<file path="config.mk">
export PLATFORM = sky130hd
export DESIGN_NAME = serializer_ctrl_flat
export DESIGN_NICKNAME = d
export VERILOG_FILES = /design/src/rtl/serializer_ctrl_pkg.sv /design/src/rtl/serializer_ctrl_if.sv /design/src/rtl/serializer_ctrl_rr_arbiter.sv /design/src/rtl/serializer_ctrl.sv /design/src/flat_wrapper.sv
export SDC_FILE = /design/constraint.sdc
export NUM_CORES = 1
export LEC_CHECK = 0
export ABC_AREA = 0
export BUFFER_PORTS_ARGS = -buffer_cell sky130_fd_sc_hd__buf_2
export CELL_PAD_IN_SITES_DETAIL_PLACEMENT = 1
export CELL_PAD_IN_SITES_GLOBAL_PLACEMENT = 2
export CORE_ASPECT_RATIO = 0.9
export CORE_MARGIN = 5
export CORE_UTILIZATION = 25
export DETAILED_ROUTE_END_ITERATION = 10
export HOLD_SLACK_MARGIN = 0.08
export PLACE_DENSITY = 0.95
export SYNTH_ARGS = -nofsm -noshare
export SYNTH_HDL_FRONTEND = slang
export SYNTH_SLANG_ARGS = --single-unit
</file>
<file path="constraint.sdc">
create_clock -name clk_i -period 5.4 [get_ports clk_i]
set_input_delay 1.35 -clock clk_i [delete_from_list [all_inputs] [get_ports clk_i]]
set_output_delay 1.35 -clock clk_i [all_outputs]
set_load 0.05 [all_outputs]
</file>
<file path="src/rtl/serializer_ctrl_pkg.sv">
`default_nettype none
// +-----------------------------------------------------------------------+
// | serializer_ctrl_pkg : shared types and length-code helpers            |
// | rev 1.0                                                               |
// +-----------------------------------------------------------------------+
package serializer_ctrl_pkg;

  typedef enum logic [1:0] {
    IDLE  = 2'd0,
    LOAD  = 2'd1,
    SHIFT = 2'd2
  } state_t;

  localparam logic [3:0] MOD_FULL = 4'd0;
  localparam logic [3:0] MOD_ILL1 = 4'd1;
  localparam logic [3:0] MOD_ILL2 = 4'd2;

  // Codes 1 and 2 would shift too few bits for the busy handshake to be seen.
  function automatic logic is_legal_mod(input logic [3:0] mod);
    return (mod != MOD_ILL1) && (mod != MOD_ILL2);
  endfunction

endpackage
`default_nettype wire

</file>
<file path="src/rtl/serializer_ctrl_if.sv">
`default_nettype none
// +-----------------------------------------------------------------------+
// | serializer_ctrl_if : requester, config and serializer-side signals    |
// | rev 1.0                                                               |
// +-----------------------------------------------------------------------+
interface serializer_ctrl_if #(
  parameter int N_REQ  = 4,
  parameter int DATA_W = 16,
  parameter int MOD_W  = 4
);
  localparam int ID_W = $clog2(N_REQ);

  logic [N_REQ*DATA_W-1:0] req_data_i;
  logic [N_REQ*MOD_W-1:0]  req_mod_i;
  logic [N_REQ-1:0]        req_val_i;
  logic [N_REQ-1:0]        req_ready_o;
  logic [N_REQ-1:0]        req_err_o;
  logic                    cfg_prio_i;
  logic [N_REQ-1:0]        cfg_mask_i;
  logic [DATA_W-1:0]       ser_data_o;
  logic [MOD_W-1:0]        ser_mod_o;
  logic                    ser_val_o;
  logic                    ser_busy_i;
  logic                    done_o;
  logic [ID_W-1:0]         done_id_o;

  modport slave (
    input  req_data_i, req_mod_i, req_val_i, cfg_prio_i, cfg_mask_i, ser_busy_i,
    output req_ready_o, req_err_o, ser_data_o, ser_mod_o, ser_val_o, done_o, done_id_o
  );

  modport master (
    output req_data_i, req_mod_i, req_val_i, cfg_prio_i, cfg_mask_i, ser_busy_i,
    input  req_ready_o, req_err_o, ser_data_o, ser_mod_o, ser_val_o, done_o, done_id_o
  );

endinterface
`default_nettype wire

</file>
<file path="src/rtl/serializer_ctrl_rr_arbiter.sv">
`default_nettype none
// +-----------------------------------------------------------------------+
// | rr_arbiter : combinational round-robin / fixed-priority picker        |
// | rev 1.0                                                               |
// +-----------------------------------------------------------------------+
module rr_arbiter #(
  parameter int N = 4,
  localparam int IW = $clog2(N)
) (
  input  wire logic [N-1:0]  i_req,
  input  wire logic          i_prio_mode,
  input  wire logic [IW-1:0] i_ptr,
  output logic      [N-1:0]  o_grant,
  output logic      [IW-1:0] o_idx,
  output logic               o_valid
);

  logic [IW-1:0] w_start;
  logic [IW:0]   w_sum;
  logic          w_found;

  // Fixed priority is a round-robin scan that always starts at index 0.
  assign w_start = i_prio_mode ? '0 : i_ptr;

  always_comb begin
    w_sum   = '0;
    w_found = 1'b0;
    o_idx   = '0;
    for (int i = 0; i < N; i++) begin
      w_sum = {1'b0, w_start} + (IW+1)'(i);
      if (w_sum >= (IW+1)'(N)) begin
        w_sum = w_sum - (IW+1)'(N);
      end
      if (!w_found && i_req[w_sum[IW-1:0]]) begin
        w_found = 1'b1;
        o_idx   = w_sum[IW-1:0];
      end
    end
  end

  assign o_valid = w_found;
  assign o_grant = w_found ? (N'(1) << o_idx) : '0;

endmodule
`default_nettype wire

</file>
<file path="src/rtl/serializer_ctrl.sv">
`default_nettype none
// +-----------------------------------------------------------------------+
// | serializer_ctrl : shares one serializer among N_REQ word requesters   |
// | rev 1.0                                                               |
// +-----------------------------------------------------------------------+
module serializer_ctrl
  import serializer_ctrl_pkg::*;
#(
  parameter int N_REQ  = 4,
  parameter int DATA_W = 16,
  parameter int MOD_W  = 4,
  localparam int ID_W  = $clog2(N_REQ)
) (
  input wire logic         clk_i,
  input wire logic         srst_i,
  serializer_ctrl_if.slave bus
);

  state_t             r_state, w_state_nxt;
  logic [ID_W-1:0]    r_ptr, r_id, w_idx;
  logic [N_REQ-1:0]   w_elig, w_grant, w_ready, r_err;
  logic               w_any, w_take, w_legal, w_done, r_val;
  logic [DATA_W-1:0]  w_sel_data, r_data;
  logic [MOD_W-1:0]   w_sel_mod, r_mod;

  assign w_elig = bus.req_val_i & ~bus.cfg_mask_i;

  rr_arbiter #(.N(N_REQ)) u_arb (
    .i_req       (w_elig),
    .i_prio_mode (bus.cfg_prio_i),
    .i_ptr       (r_ptr),
    .o_grant     (w_grant),
    .o_idx       (w_idx),
    .o_valid     (w_any)
  );

  assign w_sel_data = bus.req_data_i[w_idx*DATA_W +: DATA_W];
  assign w_sel_mod  = bus.req_mod_i[w_idx*MOD_W +: MOD_W];
  assign w_legal    = is_legal_mod(w_sel_mod);

  // A busy serializer in IDLE means it outlived us (reset race): hold off.
  always_comb begin
    w_state_nxt = r_state;
    w_take      = 1'b0;
    w_ready     = '0;
    w_done      = 1'b0;
    case (r_state)
      IDLE: begin
        if (!srst_i && !bus.ser_busy_i && w_any) begin
          w_take  = 1'b1;
          w_ready = w_grant;
          if (w_legal) begin
            w_state_nxt = LOAD;
          end
        end
      end
      LOAD:  w_state_nxt = SHIFT;
      SHIFT: begin
        if (!bus.ser_busy_i) begin
          w_done      = 1'b1;
          w_state_nxt = IDLE;
        end
      end
      default: w_state_nxt = IDLE;
    endcase
  end

  always_ff @(posedge clk_i) begin
    if (srst_i) begin
      r_state <= IDLE;
      r_ptr   <= '0;
      r_id    <= '0;
      r_data  <= '0;
      r_mod   <= '0;
      r_val   <= 1'b0;
      r_err   <= '0;
    end else begin
      r_state <= w_state_nxt;
      r_val   <= 1'b0;
      r_err   <= '0;
      if (w_take) begin
        r_ptr <= (w_idx == ID_W'(N_REQ-1)) ? '0 : w_idx + 1'b1;
        if (w_legal) begin
          r_data <= w_sel_data;
          r_mod  <= w_sel_mod;
          r_id   <= w_idx;
          r_val  <= 1'b1;
        end else begin
          r_err  <= w_grant;
        end
      end
    end
  end

  assign bus.req_ready_o = w_ready;
  assign bus.req_err_o   = r_err;
  assign bus.ser_data_o  = r_data;
  assign bus.ser_mod_o   = r_mod;
  assign bus.ser_val_o   = r_val;
  assign bus.done_o      = w_done;
  assign bus.done_id_o   = r_id;

endmodule
`default_nettype wire

</file>
<file path="src/flat_wrapper.sv">
// flat-port wrapper written by rule: the top's interface ports become plain ports
module serializer_ctrl_flat import serializer_ctrl_pkg::*;
#(
  parameter int N_REQ  = 4,
  parameter int DATA_W = 16,
  parameter int MOD_W  = 4,
  localparam int ID_W  = $clog2(N_REQ)
)
  (clk_i, srst_i, bus_req_data_i, bus_req_mod_i, bus_req_val_i, bus_cfg_prio_i, bus_cfg_mask_i, bus_ser_busy_i, bus_req_ready_o, bus_req_err_o, bus_ser_data_o, bus_ser_mod_o, bus_ser_val_o, bus_done_o, bus_done_id_o);
  serializer_ctrl_if #(.N_REQ(N_REQ), .DATA_W(DATA_W), .MOD_W(MOD_W)) bus_i ();
  input wire logic clk_i;
  input wire logic srst_i;
  input wire logic [$bits(bus_i.req_data_i)-1:0] bus_req_data_i;
  input wire logic [$bits(bus_i.req_mod_i)-1:0] bus_req_mod_i;
  input wire logic [$bits(bus_i.req_val_i)-1:0] bus_req_val_i;
  input wire logic [$bits(bus_i.cfg_prio_i)-1:0] bus_cfg_prio_i;
  input wire logic [$bits(bus_i.cfg_mask_i)-1:0] bus_cfg_mask_i;
  input wire logic [$bits(bus_i.ser_busy_i)-1:0] bus_ser_busy_i;
  output wire logic [$bits(bus_i.req_ready_o)-1:0] bus_req_ready_o;
  output wire logic [$bits(bus_i.req_err_o)-1:0] bus_req_err_o;
  output wire logic [$bits(bus_i.ser_data_o)-1:0] bus_ser_data_o;
  output wire logic [$bits(bus_i.ser_mod_o)-1:0] bus_ser_mod_o;
  output wire logic [$bits(bus_i.ser_val_o)-1:0] bus_ser_val_o;
  output wire logic [$bits(bus_i.done_o)-1:0] bus_done_o;
  output wire logic [$bits(bus_i.done_id_o)-1:0] bus_done_id_o;
  assign bus_i.req_data_i = bus_req_data_i;
  assign bus_i.req_mod_i = bus_req_mod_i;
  assign bus_i.req_val_i = bus_req_val_i;
  assign bus_i.cfg_prio_i = bus_cfg_prio_i;
  assign bus_i.cfg_mask_i = bus_cfg_mask_i;
  assign bus_i.ser_busy_i = bus_ser_busy_i;
  assign bus_req_ready_o = bus_i.req_ready_o;
  assign bus_req_err_o = bus_i.req_err_o;
  assign bus_ser_data_o = bus_i.ser_data_o;
  assign bus_ser_mod_o = bus_i.ser_mod_o;
  assign bus_ser_val_o = bus_i.ser_val_o;
  assign bus_done_o = bus_i.done_o;
  assign bus_done_id_o = bus_i.done_id_o;
  serializer_ctrl #(.N_REQ(N_REQ), .DATA_W(DATA_W), .MOD_W(MOD_W)) u_core (.clk_i(clk_i), .srst_i(srst_i), .bus(bus_i));
endmodule
</file>
* Word-level counts from Yosys, hierarchy flattened *
Index checks and enable logic that the tools add are counted.

operators by class
  reduce and logical (&&, ||, !) cells = 16
  shift-type cells = 3
  $lt $le $gt $ge = 8
  divide/modulo/power cells = 0
  multiply operators = 0
  bitwise logic cells = 3
  equality and inequality tests = 8
  $add $sub $neg = 8
  multiplexer cells = 34

operators with widths
  cell                                                                                  count
  64-bit by 7-bit indexed part select with 16-bit output                                1
  2-bit two-way mux                                                                     13
  16-bit by 5-bit indexed part select with 4-bit output                                 1
  1-bit two-way mux                                                                     13
  2-bit by 3-bit < comparator with 1-bit output (second input constant)                 4
  4-bit two-way mux                                                                     3
  3-bit greater-or-equal comparator (second input constant)                             3
  1-bit binary-select mux with 2-bit select                                             4
  2-bit by 1-bit subtractor with 2-bit output (second input constant)                   4
  2-bit by 2-bit adder with 3-bit output (second input constant)                        2
  1-bit logical AND                                                                     6
  2-bit one-hot mux with 3 select lines                                                 1
  1-bit logical NOT                                                                     5
  4-bit AND                                                                             1
  2-bit == test (second input constant)                                                 2
  2-bit by 1-bit inequality test with 1-bit output (second input constant)              2
  4-bit by 1-bit inequality test with 1-bit output (second input constant)              1
  4-bit by 2-bit inequality test with 1-bit output (second input constant)              1
  4-bit inverter                                                                        1
  1-bit by 2-bit << shifter with 4-bit output (first input constant)                    1
  2-bit by 1-bit adder with 3-bit output (second input constant)                        1
  2-bit by 3-bit greater-or-equal comparator with 1-bit output (second input constant)  1
  3-bit AND reduction                                                                   1
  3-bit OR reduction                                                                    1
  7 further kinds                                                                       7

storage, ports and cells
  bits in writable memories = 0
  output and inout bits = 32
  latch bits = 0
  register bits = 31
  memories = 0
  input port bits = 92
  memory bits (read-only) = 0
  logic and storage cells = 87

* Logic depth before layout (Yosys ltp) *
  depth after elaboration = 21
  gate-level depth with buffers = 11
  mapped depth without buffers = 10

* Cells and area by module *
A second synthesis with hierarchy kept.

second synthesis, totals
  cells, all modules = 169
  area total of the unflattened synthesis = 2092.0 µm²

by module, submodules not included
  module           instances  cells each  seq. area each (µm²)  area an instance (µm²)
  serializer_ctrl  1          137         620.6                 1843.0
  rr_arbiter       1          32          0.0                   249.0

* Worst setup path after synthesis *
OpenSTA, ideal clock, no wires.

  path type = input to output
  start = input bus_cfg_prio_i
  end = output bus_req_ready_o[1]
  data arrival time = 3.314 ns
  stages = 8
  buffers on the path = 2
  slack = 0.736 ns
  required time = 4.050 ns
  cell sequence = nand2b_1 o21bai_1 a221oi_2 a21o_4 buf_6 clkbuf_1 ha_1 and2_1

between the ends
  longest elaborated chain between the ends = 19
  elaborated cells on any way between the ends = 43
  those cells by class = 7 x add/sub; 4 x order compare; 1 x shift; 24 x mux; 7 x reduce/logical

RTL lines
  what                                                                                             line                              source
  start, declared                                                                                  flat_wrapper.sv:16                input wire logic [$bits(bus_i.cfg_prio_i)-1:0] bus_cfg_prio_i;
  2-bit two-way mux *                                                                              serializer_ctrl_rr_arbiter.sv:23  assign w_start = i_prio_mode ? '0 : i_ptr;
  parallel branches: the longest is 13 deep, another holds 2-bit by 1-bit adder with 3-bit output  --
  2-bit two-way mux *                                                                              serializer_ctrl_rr_arbiter.sv:34  if (!w_found && i_req[w_sum[IW-1:0]]) begin
  net u_core.u_arb.o_idx[0]                                                                        serializer_ctrl_rr_arbiter.sv:14  output logic [IW-1:0] o_idx,
  1-bit by 2-bit << shifter with 4-bit output *                                                    serializer_ctrl_rr_arbiter.sv:42  assign o_grant = w_found ? (N'(1) << o_idx) : '0;
  4-bit two-way mux *                                                                              serializer_ctrl_rr_arbiter.sv:42
  4-bit two-way mux *                                                                              serializer_ctrl.sv:49             if (!srst_i && !bus.ser_busy_i && w_any) begin
  4-bit two-way mux *                                                                              serializer_ctrl.sv:47             case (r_state)
  end, declared                                                                                    flat_wrapper.sv:19                output wire logic [$bits(bus_i.req_ready_o)-1:0] bus_req_ready_o;

Mark *: on every way through the listed nets, which the timed path passes. The select of a mux whose other input is x is not followed.

* Final worst setup path *
  start = input bus_cfg_mask_i[3]
  end = output bus_req_ready_o[0]

between the ends
  longest elaborated chain between the ends = 18
  elaborated cells on any way between the ends = 29
  those cells by class = 1 x shift; 19 x mux; 2 x bitwise; 7 x reduce/logical

RTL lines
  what                                         line                              source
  start, declared                              flat_wrapper.sv:17                input wire logic [$bits(bus_i.cfg_mask_i)-1:0] bus_cfg_mask_i;
  4-bit inverter *                             serializer_ctrl.sv:26             assign w_elig = bus.req_val_i & ~bus.cfg_mask_i;
  4-bit AND *                                  serializer_ctrl.sv:26
  1-bit binary-select mux with 2-bit select    serializer_ctrl_rr_arbiter.sv:34
  1-bit two-way mux (not written as such)      serializer_ctrl_rr_arbiter.sv:34
  1-bit two-way mux                            serializer_ctrl_rr_arbiter.sv:34
  1-bit logical NOT                            serializer_ctrl_rr_arbiter.sv:34
  1-bit logical AND                            serializer_ctrl_rr_arbiter.sv:34
  1-bit two-way mux                            serializer_ctrl_rr_arbiter.sv:34
  (+2 left out)                                --
  1-bit two-way mux                            serializer_ctrl_rr_arbiter.sv:34
  1-bit logical NOT                            serializer_ctrl_rr_arbiter.sv:34
  1-bit logical AND                            serializer_ctrl_rr_arbiter.sv:34
  2-bit two-way mux                            serializer_ctrl_rr_arbiter.sv:34
  1-bit by 2-bit << shifter with 4-bit output  serializer_ctrl_rr_arbiter.sv:42
  4-bit two-way mux                            serializer_ctrl_rr_arbiter.sv:42
  4-bit two-way mux *                          serializer_ctrl.sv:49
  4-bit two-way mux *                          serializer_ctrl.sv:47

Every way passes the cells marked *; elsewhere a longest branch is shown, timed or not. The select of a mux whose other input is x is not followed.

==> impl_metrics.json <==
{
  "drv_cap": 0,
  "synthesis.nets": 424,
  "area_delta_synth_final_pct": 34.2,
  "worstSetupPathType": "input port to output port",
  "syn_avg_cell_area_sq_um": 7.16,
  "p_per_area_mw_per_mm2": 266,
  "place.gp.congestion": 0.745,
  "hp-class": "register to register",
  "clk_path_buf_depth": 2,
  "ctsHtreeMaxLevel": 2,
  "ys.flop_type": "dfxtp_1",
  "drive_gt1_share_pct": 35.8,
  "vias_per_cell": 4.85,
  "synth_top_area_share_pct": 26.4,
  "ys_warn_count": 0,
  "clockRootBuffer": "clkbuf_8",
  "cts-hold-fix-buffers": 0,
  "dp_hpwl_um": 6580,
  "crit_chain": "buf_2, nor2b_1, nand3_1, a211oi_4, a21o_4, inv_2, ha_1, and2_1, buf_2",
  "post_cts_buffers": 0,
  "wl_um": 8680,
  "cp_top_family": "compound AO/OA/AOI/OAI gates",
  "drv_slew": 0,
  "critPathCaptureType": "output port",
  "nets": 537,
  "whs_path_depth": 2,
  "synthArstFlopShare_pct": 0,
  "ys_types": 44,
  "vias": 2730,
  "drtIter0Drc": 85,
  "synth_common_cells": "nand2_1, nor2_1, nand3_1",
  "relSlewSlack_pct": 41.9,
  "worstSetupStartpointType": "input port",
  "rows": 33,
  "cp.arrival_ns": 3.56,
  "yosys-top-cells-area": "dfxtp_1, nand2_1, nor2_1",
  "synth_edf_count": 0,
  "utilization_pct": 34.4,
  "port-buffer-count": 123,
  "finalCritPeriodShare_pct": 90.9,
  "cts_resized": 0,
  "p_leak_nw": 1.51,
  "cts_made_buffers": 5,
  "ir_drop_mv": 0.0968,
  "dieWidth_um": 112,
  "worst-path-stages": 9,
  "grt_pass1_wl_um": 13900,
  "ys_seq_elements": 31,
  "tns_ns": 0,
  "reg2reg_slack_ns": 1.72,
  "first_pass_iters": 4,
  "cts_sinks": 31,
  "n_fill_cell": 1203,
  "fp.dieArea_sq_mm": 0.0114,
  "n_antenna_cell": 0,
  "antenna_found_initial": 0,
  "cpPeakStageDelay_ns": 0.47,
  "setup_viol": 0,
  "die_h_um": 102,
  "worst_slew_pin_slew_ns": 0.871,
  "crit_slowest_cell": "a21o_4",
  "grt_pass1_vias": 2880,
  "wl_per_cell_um": 15.4,
  "rr_worst_depth": 12,
  "period_needed_ns": 4.91,
  "ioPinCount": 124,
  "grt_use_total_pct": 14.9,
  "drcViolationCount": 0,
  "worst-path-buf-inv": 3,
  "coreArea_sq_mm": 0.00917,
  "yosysTopAreaCell": "dfxtp_1",
  "synthesis.area_sq_mm": 0.00235,
  "path_max_fanout": 40,
  "cts_tree": "yes",
  "finClkSkew_ns": 0.00260,
  "yosysSeqAreaShare_pct": 26.4,
  "ant_nets": 0,
  "cp.required_ns": 4.05,
  "clock_latency_ns": 0.27,
  "finalHoldViolations": 0,
  "start_util_pct": 25.6,
  "rsz0062_at_grt": "no",
  "outcome": "finished clean",
  "grt_max_degree": 41,
  "crit_path_frequent_cell": "buf_2",
  "cts.clk_slew.worst_paths_ns": 0.07,
  "fmax_mhz": 204,
  "netlist_instances": 328,
  "grt_overflow": 0
}
-- worst min-delay path, stage by stage, from the launching register on --
cell      delay (ns)
dfxtp_1         0.31
inv_1           0.05
a211oi_1        0.05
-- per-layer routing --
layer / vias up / global-route usage (%) / routed length [um] / part of all wire (%)
li1: 1353 / - / - / -
met2: 65 / 27.0 / 4450 / 51
met1: 1308 / 18.2 / 3760 / 43
met3: 4 / 3.49 / 415 / 4.8
met4: 0 / 2.77 / 60 / 0.69
met5: - / 0 / 0 / 0
-- path summary, 6_finish.rpt --
path | endpoint | from
setup / recovery | bus_req_ready_o[0] | bus_cfg_mask_i[3]
hold / removal | u_core.bus.done_id_o[0] | u_core.bus.done_id_o[0]
setup reg to reg | u_core.bus.done_id_o[0] | u_core.r_ptr[0]
hold reg to reg | u_core.bus.done_id_o[0] | u_core.bus.done_id_o[0]
-- placed cells by master, fill, tap and decap left out, types with 5 or more instances in the layout --
cell type | synthesis | layout
o211ai_1 | 7 | 7
buf_2 | 2 | 123
nor2_1 | 52 | 51
nand3_1 | 35 | 35
nand2b_1 | 7 | 7
a21oi_1 | 7 | 7
o211ai_2 | 8 | 8
clkbuf_8 | 0 | 6
dfxtp_1 | 31 | 31
inv_1 | 7 | 7
mux2i_1 | 7 | 7
nor2b_1 | 20 | 20
buf_4 | 0 | 5
o21ai_0 | 16 | 16
a211oi_1 | 12 | 12
nand2_1 | 52 | 52
-- kinds of logic (layout without fill, tap and decap cells) --
| logic type | after synthesis | after routing | synth area share, % |
|---|---|---|---|
| and+or+nand+nor | 184 | 184 | 36.8 |
| AOI/OAI and AO/OA | 64 | 64 | 21.5 |
| buffers and inverters | 32 | 145 | 5.86 |
| DFF | 31 | 31 | 26.4 |
| muxes | 10 | 10 | 5.54 |
| adders and majority gates | 4 | 4 | 2.13 |
| xor gates and xnor gates | 3 | 3 | 1.76 |
-- report_power, final --
part	leakage, nW	switching, mW	internal [mW]	total, mW
combinational	1.21	0.263	0.122	0.385
clock	0.0470	0.0850	0.100	0.185
sequential	0.254	0.0153	0.255	0.271
-- registers in the layout, indices dropped and copies added, names as in the netlist --
| register | flops |
|---|---|
| u_core.bus.done_id_o | 2 |
| u_core.bus.ser_data_o | 16 |
| u_core.bus.req_err_o | 4 |
| u_core.bus.ser_val_o | 1 |
| u_core.r_state | 2 |
| u_core.bus.ser_mod_o | 4 |
| u_core.r_ptr | 2 |
-- per-stage QoR --
stage	instances	hold slack (ns)	area [sq um]	worst slack (ns)	total power, mW
after global placement	556	0.446	3070	0.615	0.654
after floorplan	328	0.471	2350	0.736	0.548
after global routing	563	0.496	3150	0.344	0.901
after CTS	563	0.470	3150	0.467	0.857
after detailed placement	556	0.459	3070	0.488	0.665
final	563	0.461	3150	0.489	0.840
-- layout make-up --
cell class	count	area (sq um)	area share [%]
clock inverter	1	5.00	0.159
multi-input combinational	265	1600	50.8
sequential	31	621	19.7
timing repair buffer	128	653	20.7
tap	122	153	4.84
clock buffer	6	82.6	2.62
inverter	10	37.5	1.19
(Power assumes the default switching activity.)
